**src/rtl/local_ni_tx_if.sv**
```systemverilog
// Core-side and router-side signal bundle of the local injection network interface.
// The NI takes the slave view; the core/router environment takes the master view.
interface local_ni_tx_if #(
  parameter int unsigned CNT_W = 4
);
  logic             core_req_i;
  logic [15:0]      core_dest_i;
  logic             core_ack_o;
  logic [15:0]      core_data_i;
  logic             core_data_valid_i;
  logic             core_data_ready_o;
  logic [15:0]      l_data_o;
  logic             l_valid_o;
  logic             l_credit_i;
  logic             busy_o;
  logic [CNT_W-1:0] credit_cnt_o;
  logic             credit_err_o;

  modport master (
    output core_req_i, core_dest_i, core_data_i, core_data_valid_i, l_credit_i,
    input  core_ack_o, core_data_ready_o, l_data_o, l_valid_o, busy_o,
           credit_cnt_o, credit_err_o
  );

  modport slave (
    input  core_req_i, core_dest_i, core_data_i, core_data_valid_i, l_credit_i,
    output core_ack_o, core_data_ready_o, l_data_o, l_valid_o, busy_o,
           credit_cnt_o, credit_err_o
  );
endinterface

```
**src/rtl/local_ni_tx.sv**
```systemverilog
// Local-port injection NI: packetizes core messages into header + body flits and
// injects them into the router's local input buffer under credit-based flow control.
module local_ni_tx #(
  parameter int unsigned BUF_DEPTH = 8,
  parameter int unsigned PKT_FLITS = 4,
  parameter int unsigned CNT_W     = 4
) (
  input logic          clk,
  input logic          reset,
  local_ni_tx_if.slave ni
);

  localparam int unsigned BODY_W = $clog2(PKT_FLITS);

  typedef enum logic [1:0] {IDLE, HEAD, BODY} state_t;

  state_t            state;
  logic [CNT_W-1:0]  credit_cnt;
  logic [BODY_W-1:0] body_cnt;
  logic [15:0]       dest_q;
  logic [15:0]       l_data;
  logic              l_valid;
  logic              credit_err;

  logic have_credit;
  logic head_send;
  logic body_send;
  logic send;

  // Eligibility looks only at the registered count; returned credit is usable next cycle.
  assign have_credit = (credit_cnt != '0);
  assign head_send   = (state == HEAD) && have_credit;
  assign body_send   = (state == BODY) && have_credit && ni.core_data_valid_i;
  assign send        = head_send || body_send;

  assign ni.core_ack_o        = (state == IDLE) && ni.core_req_i;
  assign ni.core_data_ready_o = (state == BODY) && have_credit;
  assign ni.busy_o            = (state != IDLE);
  assign ni.credit_cnt_o      = credit_cnt;
  assign ni.l_data_o          = l_data;
  assign ni.l_valid_o         = l_valid;
  assign ni.credit_err_o      = credit_err;

  always_ff @(posedge clk or negedge reset) begin
    if (!reset) begin
      state      <= IDLE;
      credit_cnt <= CNT_W'(BUF_DEPTH);
      body_cnt   <= '0;
      dest_q     <= '0;
      l_data     <= '0;
      l_valid    <= 1'b0;
      credit_err <= 1'b0;
    end else begin
      l_valid <= send;
      if (head_send) begin
        l_data <= dest_q;
      end else if (body_send) begin
        l_data <= ni.core_data_i;
      end

      // A send and a returned credit in the same cycle cancel out.
      if (send && !ni.l_credit_i) begin
        credit_cnt <= credit_cnt - CNT_W'(1);
      end else if (!send && ni.l_credit_i) begin
        if (credit_cnt == CNT_W'(BUF_DEPTH)) begin
          credit_err <= 1'b1;
        end else begin
          credit_cnt <= credit_cnt + CNT_W'(1);
        end
      end

      case (state)
        IDLE: begin
          if (ni.core_req_i) begin
            dest_q <= ni.core_dest_i;
            state  <= HEAD;
          end
        end
        HEAD: begin
          if (have_credit) begin
            body_cnt <= BODY_W'(PKT_FLITS - 1);
            state    <= BODY;
          end
        end
        BODY: begin
          if (body_send) begin
            body_cnt <= body_cnt - BODY_W'(1);
            if (body_cnt == BODY_W'(1)) begin
              state <= IDLE;
            end
          end
        end
        default: state <= IDLE;
      endcase
    end
  end

endmodule

```
**src/flat_wrapper.sv**
```systemverilog
// flat-port wrapper written by rule: the top's interface ports become plain ports
module local_ni_tx_flat 
#(
  parameter int unsigned BUF_DEPTH = 8,
  parameter int unsigned PKT_FLITS = 4,
  parameter int unsigned CNT_W     = 4
)
  (clk, reset, ni_core_req_i, ni_core_dest_i, ni_core_data_i, ni_core_data_valid_i, ni_l_credit_i, ni_core_ack_o, ni_core_data_ready_o, ni_l_data_o, ni_l_valid_o, ni_busy_o, ni_credit_cnt_o, ni_credit_err_o);
  local_ni_tx_if #(.CNT_W(CNT_W)) ni_i ();
  input logic clk;
  input logic reset;
  input wire logic [$bits(ni_i.core_req_i)-1:0] ni_core_req_i;
  input wire logic [$bits(ni_i.core_dest_i)-1:0] ni_core_dest_i;
  input wire logic [$bits(ni_i.core_data_i)-1:0] ni_core_data_i;
  input wire logic [$bits(ni_i.core_data_valid_i)-1:0] ni_core_data_valid_i;
  input wire logic [$bits(ni_i.l_credit_i)-1:0] ni_l_credit_i;
  output wire logic [$bits(ni_i.core_ack_o)-1:0] ni_core_ack_o;
  output wire logic [$bits(ni_i.core_data_ready_o)-1:0] ni_core_data_ready_o;
  output wire logic [$bits(ni_i.l_data_o)-1:0] ni_l_data_o;
  output wire logic [$bits(ni_i.l_valid_o)-1:0] ni_l_valid_o;
  output wire logic [$bits(ni_i.busy_o)-1:0] ni_busy_o;
  output wire logic [$bits(ni_i.credit_cnt_o)-1:0] ni_credit_cnt_o;
  output wire logic [$bits(ni_i.credit_err_o)-1:0] ni_credit_err_o;
  assign ni_i.core_req_i = ni_core_req_i;
  assign ni_i.core_dest_i = ni_core_dest_i;
  assign ni_i.core_data_i = ni_core_data_i;
  assign ni_i.core_data_valid_i = ni_core_data_valid_i;
  assign ni_i.l_credit_i = ni_l_credit_i;
  assign ni_core_ack_o = ni_i.core_ack_o;
  assign ni_core_data_ready_o = ni_i.core_data_ready_o;
  assign ni_l_data_o = ni_i.l_data_o;
  assign ni_l_valid_o = ni_i.l_valid_o;
  assign ni_busy_o = ni_i.busy_o;
  assign ni_credit_cnt_o = ni_i.credit_cnt_o;
  assign ni_credit_err_o = ni_i.credit_err_o;
  local_ni_tx #(.BUF_DEPTH(BUF_DEPTH), .PKT_FLITS(PKT_FLITS), .CNT_W(CNT_W)) u_core (.clk(clk), .reset(reset), .ni(ni_i));
endmodule
```
**config.mk**
```make
export PLATFORM = sky130hd
export DESIGN_NAME = local_ni_tx_flat
export DESIGN_NICKNAME = d
export VERILOG_FILES = /design/src/rtl/local_ni_tx_if.sv /design/src/rtl/local_ni_tx.sv /design/src/flat_wrapper.sv
export SDC_FILE = /design/constraint.sdc
export NUM_CORES = 1
export LEC_CHECK = 0
export BUFFER_PORTS_ARGS = -buffer_cell sky130_fd_sc_hd__clkbuf_2
export CORE_UTILIZATION = 55
export CTS_CLUSTER_SIZE = 24
export DETAILED_ROUTE_END_ITERATION = 7
export GPL_TIMING_DRIVEN = 1
export PLACE_DENSITY_LB_ADDON = 0.2
export RECOVER_POWER = 25
export SLEW_MARGIN = 10
export SYNTH_ARGS = -nofsm -noshare
export SYNTH_HDL_FRONTEND = slang
export SYNTH_SLANG_ARGS = --single-unit
```
**constraint.sdc**
```tcl
create_clock -name clk -period 4.95 [get_ports clk]
set_input_delay 1.485 -clock clk [delete_from_list [all_inputs] [get_ports clk]]
set_output_delay 1.485 -clock clk [all_outputs]
set_load 0.05 [all_outputs]
```
Yosys cells after proc, flatten, opt, wreduce, memory -nomap -nowiden
Index checks and enable logic that the tools add are counted.
W data, S select, Z words.

word-level totals
  register bits after elaboration = 42
  bits of input ports = 37
  output and inout port bits = 25
  word-level logic and storage cells = 53

operators by class
  add/subtract/negate cells = 3
  eq/ne operators = 9
  multiplexer cells = 13
  bitwise operators = 1
  reductions and logical operators = 20

operator list
  cell                   number
  $mux W16               2
  $mux W2                6
  $mux W4                3
  $reduce_bool A2 Y1     4
  $logic_and A1 B1 Y1    6
  $ne A2 B1 Y1 const B   3
  $pmux W2 S3            1
  $reduce_and A3 Y1      2
  $add A4 B1 Y4 const B  1
  $eq A2 B1 Y1 const B   2
  $eq A4 B4 Y1 const B   1
  $ne A2 B2 Y1 const B   2
  $pmux W2 S2            1
  $reduce_and A2 Y1      2
  $reduce_and A4 Y1      1
  $reduce_bool A4 Y1     1
  $sub A4 B1 Y4 const B  1
  $eq A2 B2 Y1 const B   1
  $logic_not A1 Y1       2
  $logic_not A2 Y1       1
  $sub A2 B1 Y2 const B  1
  $logic_or A1 B1 Y1     1
  $not A1 Y1             1

Longest topological paths before layout
Gate-level depths: netlist of the first run.

  word-level depth = 8
  mapped depth = 13

Worst setup path before layout of the first run
OpenSTA, ideal clock, no wires.

  path type = input-to-output
  start point = input ni_core_req_i
  end point = output ni_core_ack_o
  arrival = 2.343 ns
  required time = 3.465 ns
  setup slack = 1.122 ns
  cell stages on the path = 3
  cell sequence = nand2_1 -> clkbuf_1 -> inv_1

on the way
  cells in the longest elaborated chain, start to end = 1

ends and longest elaborated chain
  element              line                text
  from (decl)          flat_wrapper.sv:12  input wire logic [$bits(ni_i.core_req_i)-1:0] ni_core_req_i;
  $logic_and A1 B1 Y1  local_ni_tx.sv:36   assign ni.core_ack_o = (state == IDLE) && ni.core_req_i;
  to (decl)            flat_wrapper.sv:17  output wire logic [$bits(ni_i.core_ack_o)-1:0] ni_core_ack_o;

Every way passes these cells.

Final worst setup path of the first run
Same ends and word-level chain as after synthesis.

==> results of run 1 <==
[cell usage after synthesis]
library cell,count,area [um^2]
o22ai_1,1,6.26
buf_6,1,11.3
clkbuf_1,1,3.75
xor2_1,1,8.76
o21ai_0,1,5.00
nor2b_1,3,18.8
mux2_2,20,225
and2b_1,1,7.51
and2_1,1,6.26
o32a_1,1,10.0
or3_2,1,7.51
o32ai_1,1,8.76
nand3_4,1,17.5
a21oi_2,9,78.8
inv_1,9,33.8
a21oi_1,12,60.1
nor3_1,1,5.00
dfstp_2,1,26.3
dfrtp_1,41,1030
nand2b_1,1,6.26
a31oi_1,2,12.5
buf_4,3,22.5
a22oi_1,1,7.51
a211o_2,1,10.0
a31o_2,1,8.76
ha_1,10,125
or4_1,1,7.51
mux2i_1,16,160
buf_12,2,40.0
nand2_1,10,37.5
nor2_1,17,63.8
xnor2_1,2,17.5
[worst min-delay path by stage]
stage / start / to / slack [ps]
5_1_grt: u_core.ni.credit_err_o$_DFFE_PN0P_ / u_core.ni.credit_err_o$_DFFE_PN0P_ / 500
4_1_cts: u_core.ni.credit_err_o$_DFFE_PN0P_ / u_core.ni.credit_err_o$_DFFE_PN0P_ / 480
3_5_place_dp: u_core.ni.credit_err_o$_DFFE_PN0P_ / u_core.ni.credit_err_o$_DFFE_PN0P_ / 460
3_3_place_gp: u_core.ni.credit_err_o$_DFFE_PN0P_ / u_core.ni.credit_err_o$_DFFE_PN0P_ / 460
2_1_floorplan: u_core.dest_q[0]$_DFFE_PN0P_ / u_core.dest_q[0]$_DFFE_PN0P_ / 480
6_report: u_core.ni.credit_err_o$_DFFE_PN0P_ / u_core.ni.credit_err_o$_DFFE_PN0P_ / 470
[layer usage]
metal	global-route usage	up-vias	routed length (um)
li1	-	722	-
met1	0.271	711	1780
met2	0.322	38	1790
met3	0.0453	7	155
met4	0.0881	0	77
met5	0	-	0
[cells in the final DEF, fill, tap and decap left out, types with 2 or more instances in the layout]
| master | instances |
|---|---|
| nand2_1 | 10 |
| a21oi_2 | 9 |
| xnor2_1 | 2 |
| mux2_2 | 20 |
| nor2b_1 | 3 |
| nor2_1 | 17 |
| a31oi_1 | 2 |
| clkbuf_1 | 3 |
| dfrtp_1 | 41 |
| clkbuf_2 | 59 |
| clkbuf_8 | 6 |
| a21oi_1 | 12 |
| inv_1 | 9 |
| ha_1 | 10 |
| mux2i_1 | 16 |
[sequential cells by signal (all words and copies together) (netlist names)]
name and count:
u_core.body_cnt 2, u_core.ni.credit_cnt_o 4, u_core.ni.credit_err_o 1, u_core.ni.l_valid_o 1
u_core.dest_q 16, u_core.ni.l_data_o 16, u_core.state 2
[worst max-delay path: cells and delay by family]
kind,cells,cell delay (ps)
buffers and inverters,4,1100
AND/OR/NAND/NOR,1,70
[kinds of logic after synthesis]
family | count (synthesis)
and+or+nand+nor | 37
DFF | 42
AOI/OAI and AO/OA | 30
buffers and inverters | 16
adders and majority gates | 10
xor gates and xnor gates | 3
muxes | 36
[per-stage QoR]
stage / hold WS (ps) / cells / power (mW) / setup slack (ps) / cell area [um^2]
detailed placement: 462 / 278 / 1.73 / 1280 / 2390
finish: 472 / 285 / 1.99 / 804 / 2480
global route: 496 / 285 / 2.12 / 675 / 2480
CTS: 479 / 285 / 2.01 / 1270 / 2500
global placement: 464 / 278 / 1.71 / 1270 / 2390
floorplan: 480 / 174 / 1.53 / 1120 / 2090
[power groups by stage]
stage          Combinational (mW)  Clock, mW  Sequential, mW
2_1_floorplan               0.596          0           0.932
3_3_place_gp                 1.07          0           0.631
3_5_place_dp                 1.10          0           0.635
4_1_cts                      1.10      0.278           0.629
5_1_grt                      1.18      0.290           0.652
6_report                     1.09      0.270           0.630
[layout make-up]
cell class              instances  share of cell area
clock buffers                   6              0.0333
clock inverters                 1              0.0121
inverters                       9              0.0136
multi-input cells             116               0.366
flip-flops and latches         42               0.424
well taps                      48              0.0242
repair buffers                 63               0.127
==> summary.txt, run 1 <==
Floorplan
  • Die H: 63.6 um
  • Initial Util: 0.570
  • Die area: 4040 um^2
  • Die Span X: around 64 um
  • Core ar.: between 3000 and 4000 um^2
  • Num rows: 22
  • Num ports: a little over 60

Worst setup path
  • Maximum fanout along the worst path: 17
  • CP Data Arrival Time: 2660 ps
  • Worst R2R Path Depth: 7
  • Max incr delay on CP: 670 ps
  • R2r endpoint: u_core.ni.credit_cnt_o[3]$_DFFE_PN1P_
  • Worst path cell trace: clkbuf_2, nand2_1, clkbuf_1, inv_1, clkbuf_2
  • Worst Path Required: 3460 ps
  • Worst Setup SP: ni_core_req_i
  • CP Capture Point: ni_core_ack_o
  • CP Capture Type: output pin
  • Reg-to-reg slack, setup: around 1200 ps
  • Startpoint Class: primary input
  • CP Class: in2out
  • Slowest cell on the critical path: clkbuf_1
  • Reg-to-Reg Start: u_core.ni.credit_cnt_o[2]$_DFFE_PN0P_
  • CP most frequent cell: clkbuf_2

Yosys
  • Post-synthesis mux area share: 0.185
  • Synth Area in Simple Gates: 0.0852
  • Flops & latches, synth: 42
  • Avg Cell Area, Syn: 12.0 um^2
  • Syn nets: roughly 220
  • Seq/Total Area, Yosys: 0.504
  • Main combinational cell family by area after synthesis: multiplexers
  • Yosys cell types: 32
  • Mapped cell area: 2090 um^2
  • Post-Synthesis Cells: 174
  • XOR/XNOR share of the synthesized area: 0.0126
  • Adder-cell area share of the yosys netlist: 0.0600
  • Yosys warning count: 0
  • Post-synthesis compound-gate area fraction: 0.0996

Timing
  • Fin. Hold Viols: 0
  • RSZ-0062 raised after global routing: false
  • Max Clock Freq: 241 MHz
  • Fin crit period: approximately 4100 ps
  • Slew Viols, Final: 43
  • Worst-Margin Slew: 2210 ps
  • Fin crit share: 0.838
  • Setup TNS: 0 ps
  • Setup Skew: 12.3 ps
  • Worst slew margin: -0.471
  • Setup violators final: 0

Worst hold path
  • Hold Path Depth: 1
  • Worst min path class: reg2reg

Pwr
  • Net switching power: approximately 930 uW
  • PwrDens: 800 nW/um^2
  • Max IR drop VDD: 0.000562 V
  • Register share of total power: 0.317
  • Sw Ratio: 0.469
  • Clock power share: 0.136
  • Leakage: 1.29 nW
  • P_int: 1.05 mW
  • Comb pwr share: 0.547

CTS
  • Clock Tree Buf Depth: 2
  • Clk_lat worst skew: 290 ps
  • CTS root buf: clkbuf_8
  • Post-CTS sizing: 0
  • Clk slew on worst S/H paths: 70 ps
  • Number of CTS-inserted buffers: 5
  • Htree depth: 2
  • Postcts setup bufs: 0
  • TritonCTS clock tree: done
  • Cts hold-fix bufs: 0
  • CTS sink count: 42

Global routing
  • Largest net degree at the start of global routing: 43
  • Antenna violations before repair: 0
  • Tot GR Track Use: 0.205
  • Grt total ovfl: 0
  • Vias in the first global route: 1,392
  • First-pass GRT wire length: 6250 um

Detailed routing
  • Drc violations: 0
  • Drt pass-1 iters: 4
  • Vias after detailed routing: 1,478
  • Final ANT Viol Nets: 0
  • Iteration-0 DRC Markers: 50
  • Vias/cell: 5.19
  • Routed WL: 3810 um
  • Post-DR wirelength/cell: 13.4 um

Finish
  • Layout net count: 284
  • Ant diodes: 0
  • Area of the multi-input gates: 910 um^2
  • Final core utilization: 0.678
  • Fillers: 307
  • Fraction of layout cells with a size suffix above 1: 0.422
  • Area delta synth->final: 19.0%
  • Register area: around 1100 um^2

Run status
  • Failing checks: max-capacitance violations, max-slew violations
  • Outcome: finished, violations left

Job
  • Max cap viols: 1

Place
  • DP HPWL: 2660 um
  • IO Port Bufs: 61
  • GP Congestion: 0.820
Note: power is estimated with default switching activity, not from simulation.
==> inputs of run 2 (changes only) <==
- ABC_AREA: not set -> 1
- CORE_UTILIZATION: 55 -> 46
- clock period: 4.95 -> 3.4 ns (I/O delays scaled with it)
==> run 2 against run 1 <==
Compared with the run above:
- the flow finishes with violations (design-rule violations, max-capacitance violations, max-slew violations)
- non-clock buffer count unchanged
- first-iteration DRC count is 42% higher
- clock skew fell by 4.5 ps
- via count grew 24%
- power is 55% higher
- sequential share of layout area is 1.7 points lower
- critical path type is now reg2out
- largest power group unchanged
==> summary.txt, run 2 <==
Run status
  • Outcome: finished, violations left
  • Failing checks: design-rule violations, max-capacitance violations, max-slew violations

Place
  • Pre-CTS WS: 560 ps (-718 ps)
  • GP Congestion: 0.832 (+1.4%)
  • IO Port Bufs: 61 (unchanged)
  • DP HPWL: 3140 um (+18%)

Floorplan
  • Die Span X: 70.5 um (+11%)
  • Die area: 4980 um^2 (+23%)
  • Core ar.: 4440 um^2 (+21%)
  • Die H: 70.5 um (+11%)
  • Initial Util: 0.486 (-0.0835)
  • Num rows: 24 (+9.1%)
  • Num ports: 62 (unchanged)

Finish
  • Area delta synth->final: 19.6%
  • Ant diodes: 0 (unchanged)
  • Most common cell after layout, fill and taps aside: nand2_1
  • Fraction of layout cells with a size suffix above 1: 0.257 (-0.165)
  • Final core utilization: 0.582 (-0.0964)
  • Layout net count: 361 (+27%)
  • Most frequent cells in the layout: nand2_1, clkbuf_2, dfrtp_1

Worst setup path
  • Slowest cell on the critical path: dfstp_2
  • CP Class: reg2out
  • Worst Path Required: 2380 ps (-1080 ps)
  • Startpoint Class: register
  • Reg-to-reg slack, setup: 650 ps (-590 ps)
  • CP top delay family: flip-flops
  • Worst path cell trace: nor2_2, nand2_1, inv_1, nor2_1, clkbuf_2
  • Maximum fanout along the worst path: 13 (-4)
  • CP Data Arrival Time: 1840 ps (-820 ps)
  • Max incr delay on CP: 590 ps (-80 ps)
  • Worst path bufs/invs: 2 (-2)
  • CP Capture Type: output pin

Detailed routing
  • Vias after detailed routing: 1,831 (+24%)
  • Post-DR wirelength/cell: 12.2 um (-8.7%)
  • Routed WL: 4470 um (+18%)
  • Vias/cell: 4.99 (-3.8%)
  • Drc violations: 4 (+4)
  • Final ANT Viol Nets: 0 (unchanged)
  • Drt pass-1 iters: 6 (+2)
  • Iteration-0 DRC Markers: 71 (+42%)

Yosys
  • Leading post-synthesis cells by cell area: dfrtp_1, nand2_1, ha_1
  • Yosys top cell area share: 0.475 (-0.0171)
  • Asr flop ratio synth: 1.00 (unchanged)
  • Mapped cell area: 2160 um^2 (+3.6%)
  • Synth area leader: dfrtp_1
  • Post-Synthesis Cells: 253 (+45%)
  • Number of synthesized flops with an enable pin: 0 (unchanged)
  • Top_reg_cell synth: dfrtp_1
  • Yosys warning count: 0 (unchanged)
  • Syn nets: 300 (+36%)
  • Yosys cell types: 25 (-22%)
  • Flops & latches, synth: 42 (unchanged)
  • Most frequent cell after synthesis: nand2_1
  • Post-synth top cells: nand2_1, dfrtp_1, inv_1
  • Avg Cell Area, Syn: 8.54 um^2 (-29%)
  • Seq/Total Area, Yosys: 0.487 (-0.0175)

Global routing
  • Antenna violations before repair: 0 (unchanged)
  • Tot GR Track Use: 0.195 (-0.00979)
  • Largest net degree at the start of global routing: 43 (unchanged)
  • Grt total ovfl: 0 (unchanged)
  • First-pass GRT wire length: 7510 um (+20%)
  • Vias in the first global route: 1,784 (+28%)

Timing
  • Setup TNS: 0 ps (unchanged)
  • Fin crit period: 2860 ps
  • Worst setup margin: 543 ps (-261 ps)
  • WHS: 480 ps (+8.31 ps)
  • Setup violators final: 0 (unchanged)
  • Fin crit share: 0.840
  • Worst-Margin Slew: 2240 ps (+30.6 ps)
  • Slew Viols, Final: 43 (unchanged)
  • Worst slew margin: -0.491 (-0.0204)
  • Fin. Hold Viols: 0 (unchanged)
  • Max Clock Freq: between 300 and 400 MHz
  • RSZ-0062 raised after global routing: false
  • Setup Skew: 7.76 ps (-4.50 ps)

CTS
  • Clk slew on worst S/H paths: 80 ps (about the same)
  • CTS root buf: clkbuf_8
  • Postcts setup bufs: 0 (unchanged)
  • Number of CTS-inserted buffers: 5 (unchanged)
  • TritonCTS clock tree: done
  • Clk_lat worst skew: 300 ps (about the same)
  • Htree depth: 2 (unchanged)
  • CTS sink count: 42 (unchanged)
  • Post-CTS sizing: 0 (unchanged)
  • Cts hold-fix bufs: 0 (unchanged)
  • Clock Tree Buf Depth: 2 (unchanged)

Pwr
  • PwrDens: 1190 nW/um^2 (+49%)
  • Max IR drop VDD: 0.000466 V (-17%)
  • Leakage: 1.41 nW (+9.6%)

Worst hold path
  • Worst min path class: reg2reg

Job
  • Max cap viols: 1 (unchanged)
[run 2: changes by cell type after synthesis, moves of 13 or more]
cell / change
mux2_2: -20
mux2i_1: -16
nand3_1: +22
inv_1: +16
nand2_1: +78
o21ai_1: +13
[run 2: area by class of cell]
| type | instances | area, um^2 |
|---|---|---|
| well taps | 52 | 65.1 |
| inverters | 28 | 105 |
| multi-input cells | 174 | 906 |
| flip-flops and latches | 42 | 1050 |
| clock inverters | 3 | 68.8 |
| fillers | 410 | 1860 |
| clock buffers | 5 | 68.8 |
| repair buffers | 63 | 319 |
[run 2: metal layers]
layer | up-vias | global-route usage | wire (um)
met5 | - | 0 | 0
li1 | 923 | - | -
met2 | 52 | 0.341 | 2150
met1 | 849 | 0.229 | 2000
met3 | 7 | 0.0584 | 263
met4 | 0 | 0.0689 | 60
[run 2: where the power goes]
part | leakage (nW) | internal, mW | switching (mW)
clock network | 0.0683 | 0.294 | 0.181
logic | 0.845 | 0.481 | 1.21
registers | 0.501 | 0.758 | 0.160
total | 1.41 | 1.53 | 1.55
[run 2: worst paths after layout]
| check | start | endpoint | cells after the start |
|---|---|---|---|
| max in group asynchronous | reset | u_core.ni.l_data_o[14]$_DFFE_PN0N_ | 1 |
| setup reg to reg | u_core.ni.credit_cnt_o[3]$_DFFE_PN1P_ | u_core.ni.credit_cnt_o[2]$_DFFE_PN0P_ | 12 |
| hold / removal | u_core.ni.credit_err_o$_DFFE_PN0P_ | u_core.ni.credit_err_o$_DFFE_PN0P_ | 1 |
| hold reg to reg | u_core.ni.credit_err_o$_DFFE_PN0P_ | u_core.ni.credit_err_o$_DFFE_PN0P_ | 1 |
| setup / recovery | u_core.ni.credit_cnt_o[3]$_DFFE_PN1P_ | ni_core_data_ready_o | 5 |
| min in group asynchronous | reset | u_core.ni.credit_cnt_o[0]$_DFFE_PN0P_ | 1 |
[run 2: cells by family after synthesis]
family	count (synthesis)	share of synthesized area
xor gates and xnor gates	2	0.00811
buffers and inverters	37	0.0799
AOI/OAI and AO/OA	34	0.0921
and+or+nand+nor	128	0.275
adders and majority gates	10	0.0579
DFF	42	0.487
[run 2: metrics by stage]
| step | area (um^2) | instances | power (mW) |
|---|---|---|---|
| after global routing | 2580 | 367 | 3.32 |
| after CTS | 2620 | 367 | 3.13 |
| after global placement | 2480 | 359 | 2.61 |
| after detailed placement | 2480 | 359 | 2.65 |
| final | 2580 | 367 | 3.08 |
| after floorplan | 2160 | 253 | 2.33 |
==> inputs of run 3 (changes only) <==
- clock period: 3.4 -> 2.6 ns (I/O delays scaled with it)
==> run 3 against run 2 <==
Compared with the run above:
- the flow finishes with violations (design-rule violations)
- worst hold slack gained 1.2 ps
- non-clock buffer count grew 4
- clock-buffer cell count is the same
- combinational power grew 33%
- clock power grew 9.9%
- first-iteration DRC count shrank 2.8%
- die area is the same
- utilization grew 0.70 points
- global-route usage grew 0.50 points
- sequential cell count is the same
==> summary.txt, run 3 (same netlist as run 2, synthesis figures left out) <==
Run status
  • Outcome: finished, violations left
  • Failing checks: design-rule violations

Timing
  • Max Clock Freq: 421 MHz
  • Fin crit period: ~2400 ps
  • Slew Viols, Final: 0 (-100%)
  • WHS: 481 ps (+1.16 ps)
  • Worst slew margin: 0.120 (+0.611)
  • RSZ-0062 raised after global routing: false
  • Setup Skew: 6.36 ps (-1.40 ps)
  • Worst-Margin Slew: 1320 ps (-917 ps)
  • Fin crit share: 0.915
  • Worst setup margin: 222 ps (-321 ps)
  • Fin. Hold Viols: 0 (unchanged)
  • Setup violators final: 0 (unchanged)
  • Setup TNS: 0 ps (unchanged)

Pwr
  • Total power: 3.97 mW (+29%)
  • Leakage: 1.44 nW (+1.5%)
  • PwrDens: 1520 nW/um^2 (+27%)
  • Max IR drop VDD: 0.000836 V (+79%)

Worst setup path
  • CP Data Arrival Time: 1600 ps (-240 ps)
  • Startpoint Class: register
  • Worst Path Required: 1820 ps (-560 ps)
  • CP Class: reg2out
  • Worst path cell trace: nor2_2, nand2_4, inv_1, nor2_1, clkbuf_2
  • CP Capture Type: output pin
  • Max incr delay on CP: 590 ps (about the same)
  • CP top delay family: flip-flops
  • Worst path bufs/invs: 2 (unchanged)
  • Slowest cell on the critical path: dfstp_2
  • Maximum fanout along the worst path: 13 (unchanged)

Detailed routing
  • Final ANT Viol Nets: 0 (unchanged)
  • Drt pass-1 iters: 6 (unchanged)
  • Vias/cell: 4.81 (-3.6%)
  • Vias after detailed routing: 1,785 (-2.5%)
  • Routed WL: 4290 um (-4.0%)
  • Post-DR wirelength/cell: 11.6 um (-5.0%)
  • Drc violations: 5 (+1)
  • Iteration-0 DRC Markers: 69 (-2.8%)

CTS
  • Clock Tree Buf Depth: 2 (unchanged)
  • Clk slew on worst S/H paths: 80 ps (about the same)
  • CTS sink count: 42 (unchanged)
  • Postcts setup bufs: 0 (unchanged)
  • Post-CTS sizing: 0 (unchanged)
  • CTS root buf: clkbuf_8
  • Number of CTS-inserted buffers: 5 (unchanged)
  • TritonCTS clock tree: done
  • Cts hold-fix bufs: 0 (unchanged)
  • Htree depth: 2 (unchanged)
  • Clk_lat worst skew: 300 ps (about the same)

Finish
  • Final core utilization: 0.589 (+0.00704)
  • Fillers: 415 (+1.2%)
  • Most frequent cells in the layout: nand2_1, clkbuf_2, dfrtp_1
  • Fraction of layout cells with a size suffix above 1: 0.276 (+0.0187)
  • Final cell count without fillers: 371 (+1.1%)
  • Post-route cell area: 2620 um^2 (+1.2%)
  • Ant diodes: 0 (unchanged)
  • Layout net count: 365 (+1.1%)
  • Most common cell after layout, fill and taps aside: nand2_1
  • Area delta synth->final: 21.1%

Global routing
  • Antenna violations before repair: 0 (unchanged)
  • Largest net degree at the start of global routing: 31 (-28%)
  • Grt total ovfl: 0 (unchanged)
  • First-pass GRT wire length: 7750 um (+3.2%)
  • Vias in the first global route: 1,743 (-2.3%)
  • Tot GR Track Use: 0.200 (+0.00498)

Floorplan
  • Die area: 4980 um^2 (unchanged)
  • Num rows: 24 (unchanged)
  • Initial Util: 0.486 (unchanged)
  • Die H: 70.5 um (unchanged)
  • Core ar.: 4440 um^2 (unchanged)
  • Die Span X: 70.5 um (unchanged)
  • Num ports: 62 (unchanged)

Place
  • Post-DP Area: 2510 um^2 (+1.2%)
  • GP Congestion: 0.850 (+2.2%)
  • Placed insts: 363 (+1.1%)
  • Pre-CTS WS: 264 ps (-295 ps)
  • DP HPWL: 3160 um (+0.62%)
  • IO Port Bufs: 61 (unchanged)

Job
  • Max cap viols: 0 (-1)

Worst hold path
  • Worst min path class: reg2reg
[run 3: cell count changes in the layout (fill, tap and decap cells not counted), sizes merged]
cell	change
bufinv	-1
inv	+1
clkbuf	+1
buf	+3
[run 3: worst paths after layout]
check                                                       from                                    end  slack (ps)  cells past startpoint
max in group asynchronous                                  reset           u_core.dest_q[2]$_DFFE_PN0P_         810                      2
min reg2reg                         u_core.dest_q[8]$_DFFE_PN0P_           u_core.dest_q[8]$_DFFE_PN0P_         480                      2
min                                 u_core.dest_q[8]$_DFFE_PN0P_           u_core.dest_q[8]$_DFFE_PN0P_         480                      2
max reg2reg                u_core.ni.credit_cnt_o[3]$_DFFE_PN1P_  u_core.ni.credit_cnt_o[2]$_DFFE_PN0P_         300                     12
max                        u_core.ni.credit_cnt_o[3]$_DFFE_PN1P_                   ni_core_data_ready_o         220                      5
min in group asynchronous                                  reset         u_core.body_cnt[0]$_DFFE_PN0P_         750                      1
[run 3: layout make-up]
cell class,count,area [um^2],share of cell area
sequential,42,1050,0.402
multi-input combinational,174,936,0.358
tap,52,65.1,0.0249
timing repair buffer,67,345,0.132
clock buffer,5,68.8,0.0263
inverter,28,105,0.0402
clock inverter,3,43.8,0.0167
[run 3: worst min-delay path, cell delays in order (launching register included)]
cell     delay [ps]
dfrtp_1         350
nand2_1          50
nand2_1          50
[run 3: per-layer routing]
layer	vias up	wire, um	GRT usage
met5	-	0	0
li1	925	-	-
met2	50	1970	0.324
met3	6	271	0.0570
met1	804	2000	0.263
met4	0	55	0.0622
[run 3: report_power, final]
| group | leakage [nW] | internal (mW) | total (mW) | switching [mW] |
|---|---|---|---|---|
| Clock | 0.0585 | 0.288 | 0.523 | 0.235 |
| Sequential | 0.501 | 0.992 | 1.20 | 0.209 |
| Combinational | 0.876 | 0.665 | 2.25 | 1.58 |
